**src/rtl/rf_pkg.sv**
```systemverilog
// Shared constants and types for the multi-port register file.
package rf_pkg;

    localparam int WORD_WIDTH    = 32;
    localparam int RF_ADDR_WIDTH = 5;

    typedef enum logic {
        CLEAR = 1'b0,
        RUN   = 1'b1
    } rf_state_e;

    typedef logic [RF_ADDR_WIDTH-1:0] rf_addr_t;
    typedef logic [WORD_WIDTH-1:0]    rf_word_t;

endpackage

```
**src/rtl/rf_wr_sel.sv**
```systemverilog
// Priority select over the write ports for one address: highest-index enabled hit wins.
// Purely combinational; address 0 never hits.
module rf_wr_sel
    import rf_pkg::*;
#(
    parameter int N_WR       = 2,
    parameter int ADDR_WIDTH = rf_pkg::RF_ADDR_WIDTH,
    parameter int WORD_WIDTH = rf_pkg::WORD_WIDTH
) (
    input  logic [ADDR_WIDTH-1:0]      addr,
    input  logic [N_WR-1:0]            wr_en,
    input  logic [N_WR*ADDR_WIDTH-1:0] wr_addr,
    input  logic [N_WR*WORD_WIDTH-1:0] wr_data,
    output logic                       hit,
    output logic [WORD_WIDTH-1:0]      data
);

    always_comb begin
        hit  = 1'b0;
        data = '0;
        for (int i = 0; i < N_WR; i++) begin
            if (wr_en[i] && (addr != '0) &&
                (wr_addr[i*ADDR_WIDTH +: ADDR_WIDTH] == addr)) begin
                hit  = 1'b1;
                data = wr_data[i*WORD_WIDTH +: WORD_WIDTH];
            end
        end
    end

endmodule

```
**src/rtl/rf_mp.sv**
```systemverilog
// Multi-port register file with write bypass, busy scoreboard and post-reset clear sweep.
// Reads are combinational; writes/reserves land at posedge; no backpressure once ready.
module rf_mp #(
    parameter int WORD_WIDTH = rf_pkg::WORD_WIDTH,
    parameter int ADDR_WIDTH = rf_pkg::RF_ADDR_WIDTH,
    parameter int N_RD       = 2,
    parameter int N_WR       = 2,
    parameter int BYPASS     = 1
) (
    input  logic                       clk,
    input  logic                       rst,
    output logic                       ready,
    input  logic [N_RD*ADDR_WIDTH-1:0] rdAddr,
    output logic [N_RD*WORD_WIDTH-1:0] rdData,
    output logic [N_RD-1:0]            rdBusy,
    input  logic [N_WR-1:0]            wrEn,
    input  logic [N_WR*ADDR_WIDTH-1:0] wrAddr,
    input  logic [N_WR*WORD_WIDTH-1:0] wrData,
    input  logic                       rsvEn,
    input  logic [ADDR_WIDTH-1:0]      rsvAddr
);

    import rf_pkg::*;

    localparam int REGS = 2**ADDR_WIDTH;

    rf_state_e             state_q, state_d;
    logic [ADDR_WIDTH-1:0] clr_cnt_q, clr_cnt_d;
    logic [WORD_WIDTH-1:0] regs_q [REGS];
    logic [WORD_WIDTH-1:0] regs_d [REGS];
    logic [REGS-1:0]       busy_q, busy_d;

    logic [REGS-1:0]       wr_hit;
    logic [WORD_WIDTH-1:0] wr_val [REGS];
    logic [N_RD-1:0]       rd_hit;
    logic [WORD_WIDTH-1:0] rd_fwd [N_RD];

    // One selector per array entry resolves multi-port write collisions.
    for (genvar j = 0; j < REGS; j++) begin : g_merge
        rf_wr_sel #(
            .N_WR       (N_WR),
            .ADDR_WIDTH (ADDR_WIDTH),
            .WORD_WIDTH (WORD_WIDTH)
        ) u_merge (
            .addr    (ADDR_WIDTH'(j)),
            .wr_en   (wrEn),
            .wr_addr (wrAddr),
            .wr_data (wrData),
            .hit     (wr_hit[j]),
            .data    (wr_val[j])
        );
    end

    for (genvar r = 0; r < N_RD; r++) begin : g_byp
        rf_wr_sel #(
            .N_WR       (N_WR),
            .ADDR_WIDTH (ADDR_WIDTH),
            .WORD_WIDTH (WORD_WIDTH)
        ) u_byp (
            .addr    (rdAddr[r*ADDR_WIDTH +: ADDR_WIDTH]),
            .wr_en   (wrEn),
            .wr_addr (wrAddr),
            .wr_data (wrData),
            .hit     (rd_hit[r]),
            .data    (rd_fwd[r])
        );
    end

    always_ff @(posedge clk) begin
        if (rst) begin
            state_q   <= CLEAR;
            clr_cnt_q <= '0;
        end else begin
            state_q   <= state_d;
            clr_cnt_q <= clr_cnt_d;
        end
    end

    // Array and scoreboard carry no reset; the clear sweep initialises them.
    always_ff @(posedge clk) begin
        regs_q <= regs_d;
        busy_q <= busy_d;
    end

    always_comb begin
        state_d   = state_q;
        clr_cnt_d = clr_cnt_q;
        regs_d    = regs_q;
        busy_d    = busy_q;
        if (state_q == CLEAR) begin
            regs_d[clr_cnt_q] = '0;
            busy_d[clr_cnt_q] = 1'b0;
            clr_cnt_d         = clr_cnt_q + 1'b1;
            if (&clr_cnt_q) begin
                state_d = RUN;
            end
        end else begin
            for (int j = 0; j < REGS; j++) begin
                if (wr_hit[j]) begin
                    regs_d[j] = wr_val[j];
                    busy_d[j] = 1'b0;
                end
            end
            // Reserve is applied after writes so a same-cycle reserve leaves busy set.
            if (rsvEn && (rsvAddr != '0)) begin
                busy_d[rsvAddr] = 1'b1;
            end
        end
    end

    always_comb begin
        logic [ADDR_WIDTH-1:0] rd_a;
        ready  = (state_q == RUN);
        rdData = '0;
        rdBusy = '0;
        rd_a   = '0;
        for (int r = 0; r < N_RD; r++) begin
            rd_a = rdAddr[r*ADDR_WIDTH +: ADDR_WIDTH];
            if ((state_q == RUN) && (rd_a != '0)) begin
                if ((BYPASS != 0) && rd_hit[r]) begin
                    rdData[r*WORD_WIDTH +: WORD_WIDTH] = rd_fwd[r];
                    rdBusy[r]                          = 1'b0;
                end else begin
                    rdData[r*WORD_WIDTH +: WORD_WIDTH] = regs_q[rd_a];
                    rdBusy[r]                          = busy_q[rd_a];
                end
            end
        end
    end

endmodule

```
**config.mk**
```make
export PLATFORM = sky130hd
export DESIGN_NAME = rf_mp
export DESIGN_NICKNAME = d
export VERILOG_FILES = /design/src/rtl/rf_pkg.sv /design/src/rtl/rf_wr_sel.sv /design/src/rtl/rf_mp.sv
export SDC_FILE = /design/constraint.sdc
export NUM_CORES = 2
export LEC_CHECK = 0
export BUFFER_PORTS_ARGS = -buffer_cell sky130_fd_sc_hd__buf_2
export CORE_MARGIN = 5
export CORE_UTILIZATION = 40
export DETAILED_ROUTE_END_ITERATION = 12
export GPL_TIMING_DRIVEN = 0
export HOLD_SLACK_MARGIN = 0.08
export PLACE_DENSITY_LB_ADDON = 0.08
export SETUP_SLACK_MARGIN = 0.1
export SLEW_MARGIN = 25
export SYNTH_ARGS = -nofsm -noshare
export SYNTH_HDL_FRONTEND = slang
export SYNTH_SLANG_ARGS = --single-unit
```
**constraint.sdc**
```tcl
create_clock -name clk -period 5.3 [get_ports clk]
set_clock_uncertainty 0.2 [all_clocks]
set_input_delay 0.265 -clock clk [delete_from_list [all_inputs] [get_ports clk]]
set_output_delay 0.265 -clock clk [all_outputs]
set_load 0.02 [all_outputs]
```
==> impl_metrics.py <==
metrics = {
    "critical_path": {
        "crit_required_ns": 4.84,
        "worst_path_max_delay_cell": "buf_2",
        "cp_top_family": "buffers and inverters",
        "r2r-end": "regs_q[661]",
        "crit_path_end_kind": "primary output",
        "setup.worst_path.class": "in -> out",
        "worst_setup_path_start_kind": "input pin",
        "r2r_cells": 5,
        "slowest_delay_ns": 1.03,
        "cp_max_fo": 10,
        "r2r_start": "ready",
        "r2r_slack_ns": 0.03,
        "critPathBufInv": 5,
        "crit_path_frequent_cell": "buf_2",
        "path_cells": "buf_2, buf_2, buf_2, buf_2, mux4_2, a22oi_1, a21oi_1, a21oi_1, a21oi_1, buf_2",
        "cp.arrival_ns": 5.02,
    },
    "yosys": {
        "ys.flop_type": "edfxtp_1",
        "async_flop_share_pct": 0,
        "synth_top_family_by_area": "multiplexers",
        "syn_avg_cell_area_um2": 10.82,
        "syn_nets": 6657,
        "ys_seq_elements": 1062,
        "yosysWarningCount": 0,
        "muxShareOfSynthArea_pct": 22.19,
        "synth_cell_types": 69,
        "synth.largest_area_cell": "edfxtp_1",
        "yosys-top-cells-count": "1,070 x nand2_1, 1,060 x o21ai_0, 1,025 x edfxtp_1",
        "synth_seq_area_share_pct": 44.41,
        "synth_top_cell_area_share_pct": 43.36,
        "synthTopCellsByArea": "edfxtp_1 43%, mux4_2 16%, a22oi_1 8.4%, o21ai_0 7.5%, mux2i_1 5.9%",
        "synthesis.area_mm2": 0.07098,
        "yosys.area_share.simple_pct": 8.634,
        "synth-compound-area-share_pct": 19.15,
        "synthAdderAreaFrac_pct": 0.08814,
        "synth-xor-area-share_pct": 0.2838,
        "synth_edf_count": 1025,
        "synth_most_common_cell": "nand2_1",
        "synth_cells": 6558,
    },
    "run_status": {
        "status": "complete, but fails checks",
        "violations": "setup timing",
    },
    "global_route": {
        "grt_pass1_wl_um": 568800,
        "use_met1_pct": 59.83,
        "grt-busiest-layer": "met2",
        "grt_pass1_vias": 61730,
        "grt_max_degree": 33,
        "grtUsageMet3_pct": 18.65,
        "grtUsageTotal_pct": 45.50,
        "grt_overflow": 0,
        "grt_antenna_before_repair": 54,
        "grt_use_met2_pct": 63.20,
    },
    "power": {
        "cellLeakagePower_nw": 28.68,
        "ir_worst_vdd_v": 0.0003087,
        "power_density_mw_per_mm2": 331.7,
        "total_power_mw": 26.86,
    },
    "routing": {
        "wl_per_cell_um": 46.70,
        "dr.pass1.iters": 6,
        "drt_iter0_drc": 12210,
        "drt-total-wl_um": 438700,
        "vias": 67850,
        "ant_nets": 0,
        "vias_per_cell": 7.224,
        "drc": 0,
    },
    "worst_hold_path": {
        "hp-class": "in -> reg",
        "hold-path-cell-count": 5,
        "holdPathEnd": "regs_q[195]",
        "min_from": "wrAddr[8]",
    },
    "floorplanning": {
        "rows": 154,
        "io-pin-count": 161,
        "start_util_pct": 40.26,
        "die-area_mm2": 0.1860,
        "die_w_um": 431.2,
        "core_mm2": 0.1763,
        "dieHeight_um": 431.2,
    },
    "clocking": {
        "cts-buffers-inserted": 137,
        "htreeDepth": 4,
        "clkTransAtPathRegs_ns": 0.06,
        "root_buffer": "clkbuf_16",
        "cts_setup_buffers": 0,
        "clk_latency_ns": 0.82,
        "cts_tree": "done",
        "cts.path.max_buffers": 3,
        "cts.sinks": 1062,
    },
    "timing": {
        "finalHoldViolCount": 0,
        "tns_ns": -0.2692,
        "drv_slew": 0,
        "rsz0062_at_grt": "false",
        "slew-limit-headroom_pct": 17.28,
        "worstMarginPinSlew_ns": 1.233,
        "setup_violations": 3,
        "worst_slack_ns": -0.1804,
        "max_freq_mhz": 182.5,
        "finalCriticalPeriod_ns": 5.480,
        "period_share_pct": 103.4,
    },
    "placement": {
        "globalplace.congestion": 1.078,
        "detailed_place_hpwl_um": 342400,
        "port-buffer-count": 82,
    },
    "finish": {
        "areaGrowthSynthToFinish_pct": 14.10,
        "fin_nets": 7026,
        "regArea_mm2": 0.03152,
        "fin_util_pct": 45.93,
        "multiInputGateArea_mm2": 0.03596,
        "n_fill_cell": 16780,
        "drive_gt1_share_pct": 16.61,
    },
    "flow_run": {
        "cap_violations": 0,
    },
}
==> worst max-delay path by stage <==
stage | startpoint | end | slack (ns) | cells after the start
after floorplan | ready | regs_q[982] | 2.15 | 6
after global routing | ready | rdData[13] | 0.17 | 6
final | rdAddr[6] | rdData[63] | -0.18 | 10
after CTS | ready | rdData[13] | 0.09 | 6
after global placement | ready | regs_q[988] | -1.36 | 6
after detailed placement | rdAddr[1] | rdData[1] | 0.38 | 10
==> per-stage QoR <==
stage                     area, um2  setup WS, ns  hold slack, ns  instances
final                         80990       -0.1804          0.1744       9393
after global routing          80950        0.1657          0.1392       9377
after CTS                     80900       0.08784         0.08312       9375
after detailed placement      75650        0.3780          0.3005       9038
after global placement        74320        -1.363          0.2869       8980
after floorplan               70980         2.153          0.1374       6558
==> layer usage <==
metal  vias up  routed length (um)
li1      26280                   -
met1     34740              165200
met2      5805              177500
met3      1015               65040
met4        14               30890
met5         -                 117
==> registers in the layout, summed over array words and instances, names as in the netlist <==
name,count
ready,1
clr_cnt_q,5
regs_q,1024
busy_q,32
==> report_power, final <==
part           total, mW  internal [mW]  leakage (nW)  switching, mW
Sequential          11.9           10.7          12.0           1.22
Combinational       5.35           1.99          14.6           3.35
Clock               9.62           5.34          2.11           4.28
Total               26.9           18.0          28.7           8.85
==> logic make-up after synthesis <==
logic type / after synthesis
xor gates and xnor gates: 23
adders and majority gates: 5
and+or+nand+nor: 1459
buffers and inverters: 883
AOI/OAI and AO/OA: 2189
DFF: 1062
muxes: 937
==> layout by cell type (no fill, tap or decap), types with 10 or more instances in the layout <==
cell,synthesis,routed
clkinv_2,0,18
nand2b_1,13,13
dfxtp_1,37,37
clkbuf_2,27,75
o21ai_0,1060,1056
nand2_1,1070,1070
clkbuf_1,632,617
buf_1,39,32
buf_12,0,29
and2_1,10,10
a21oi_1,124,116
nor2_1,139,134
buf_2,108,196
nand4_1,11,11
o221ai_1,39,39
buf_6,18,19
mux2i_1,418,418
nor2b_1,67,65
a221oi_1,22,21
a22oi_1,794,794
buf_4,29,38
inv_2,1,23
mux4_2,508,508
buf_16,0,13
a211oi_1,17,16
xnor2_1,11,11
xor2_1,12,12
nand3_1,48,47
clkinv_1,0,30
o22ai_1,41,41
edfxtp_1,1025,1025
nor3b_1,23,23
diode_2,0,17
clkbuf_16,0,141
mux2_2,11,11
a22o_1,32,32
nor3_1,17,13
dlygate4sd3_1,0,90
==> repair_timing <==
| item | in CTS | in global routing |
|---|---|---|
| cloned | 0 | 0 |
| hold endpoints to repair | 122 | 1 |
| endpoints found under the setup margin | 13 | 1 |
| gates resized for setup | 4 | 1 |
| hold buffers | 89 | 1 |
==> layout make-up <==
type | count | area share (%)
Multi-Input combinational cell | 4613 | 44.40
Inverter | 30 | 0.1390
Tap cell | 2340 | 3.615
Antenna cell | 17 | 0.05253
Timing Repair Buffer | 230 | 2.946
Clock inverter | 72 | 0.8142
Buffer | 853 | 4.559
Sequential cell | 1062 | 38.92
Clock buffer | 176 | 4.556
==> worst min-delay path, stage by stage <==
cell	delay, ns
buf_2	0.18
nand3_1	0.24
nor2_4	0.13
mux2i_1	0.14
o21ai_0	0.13
Note: power is estimated with default switching activity, not from simulation.
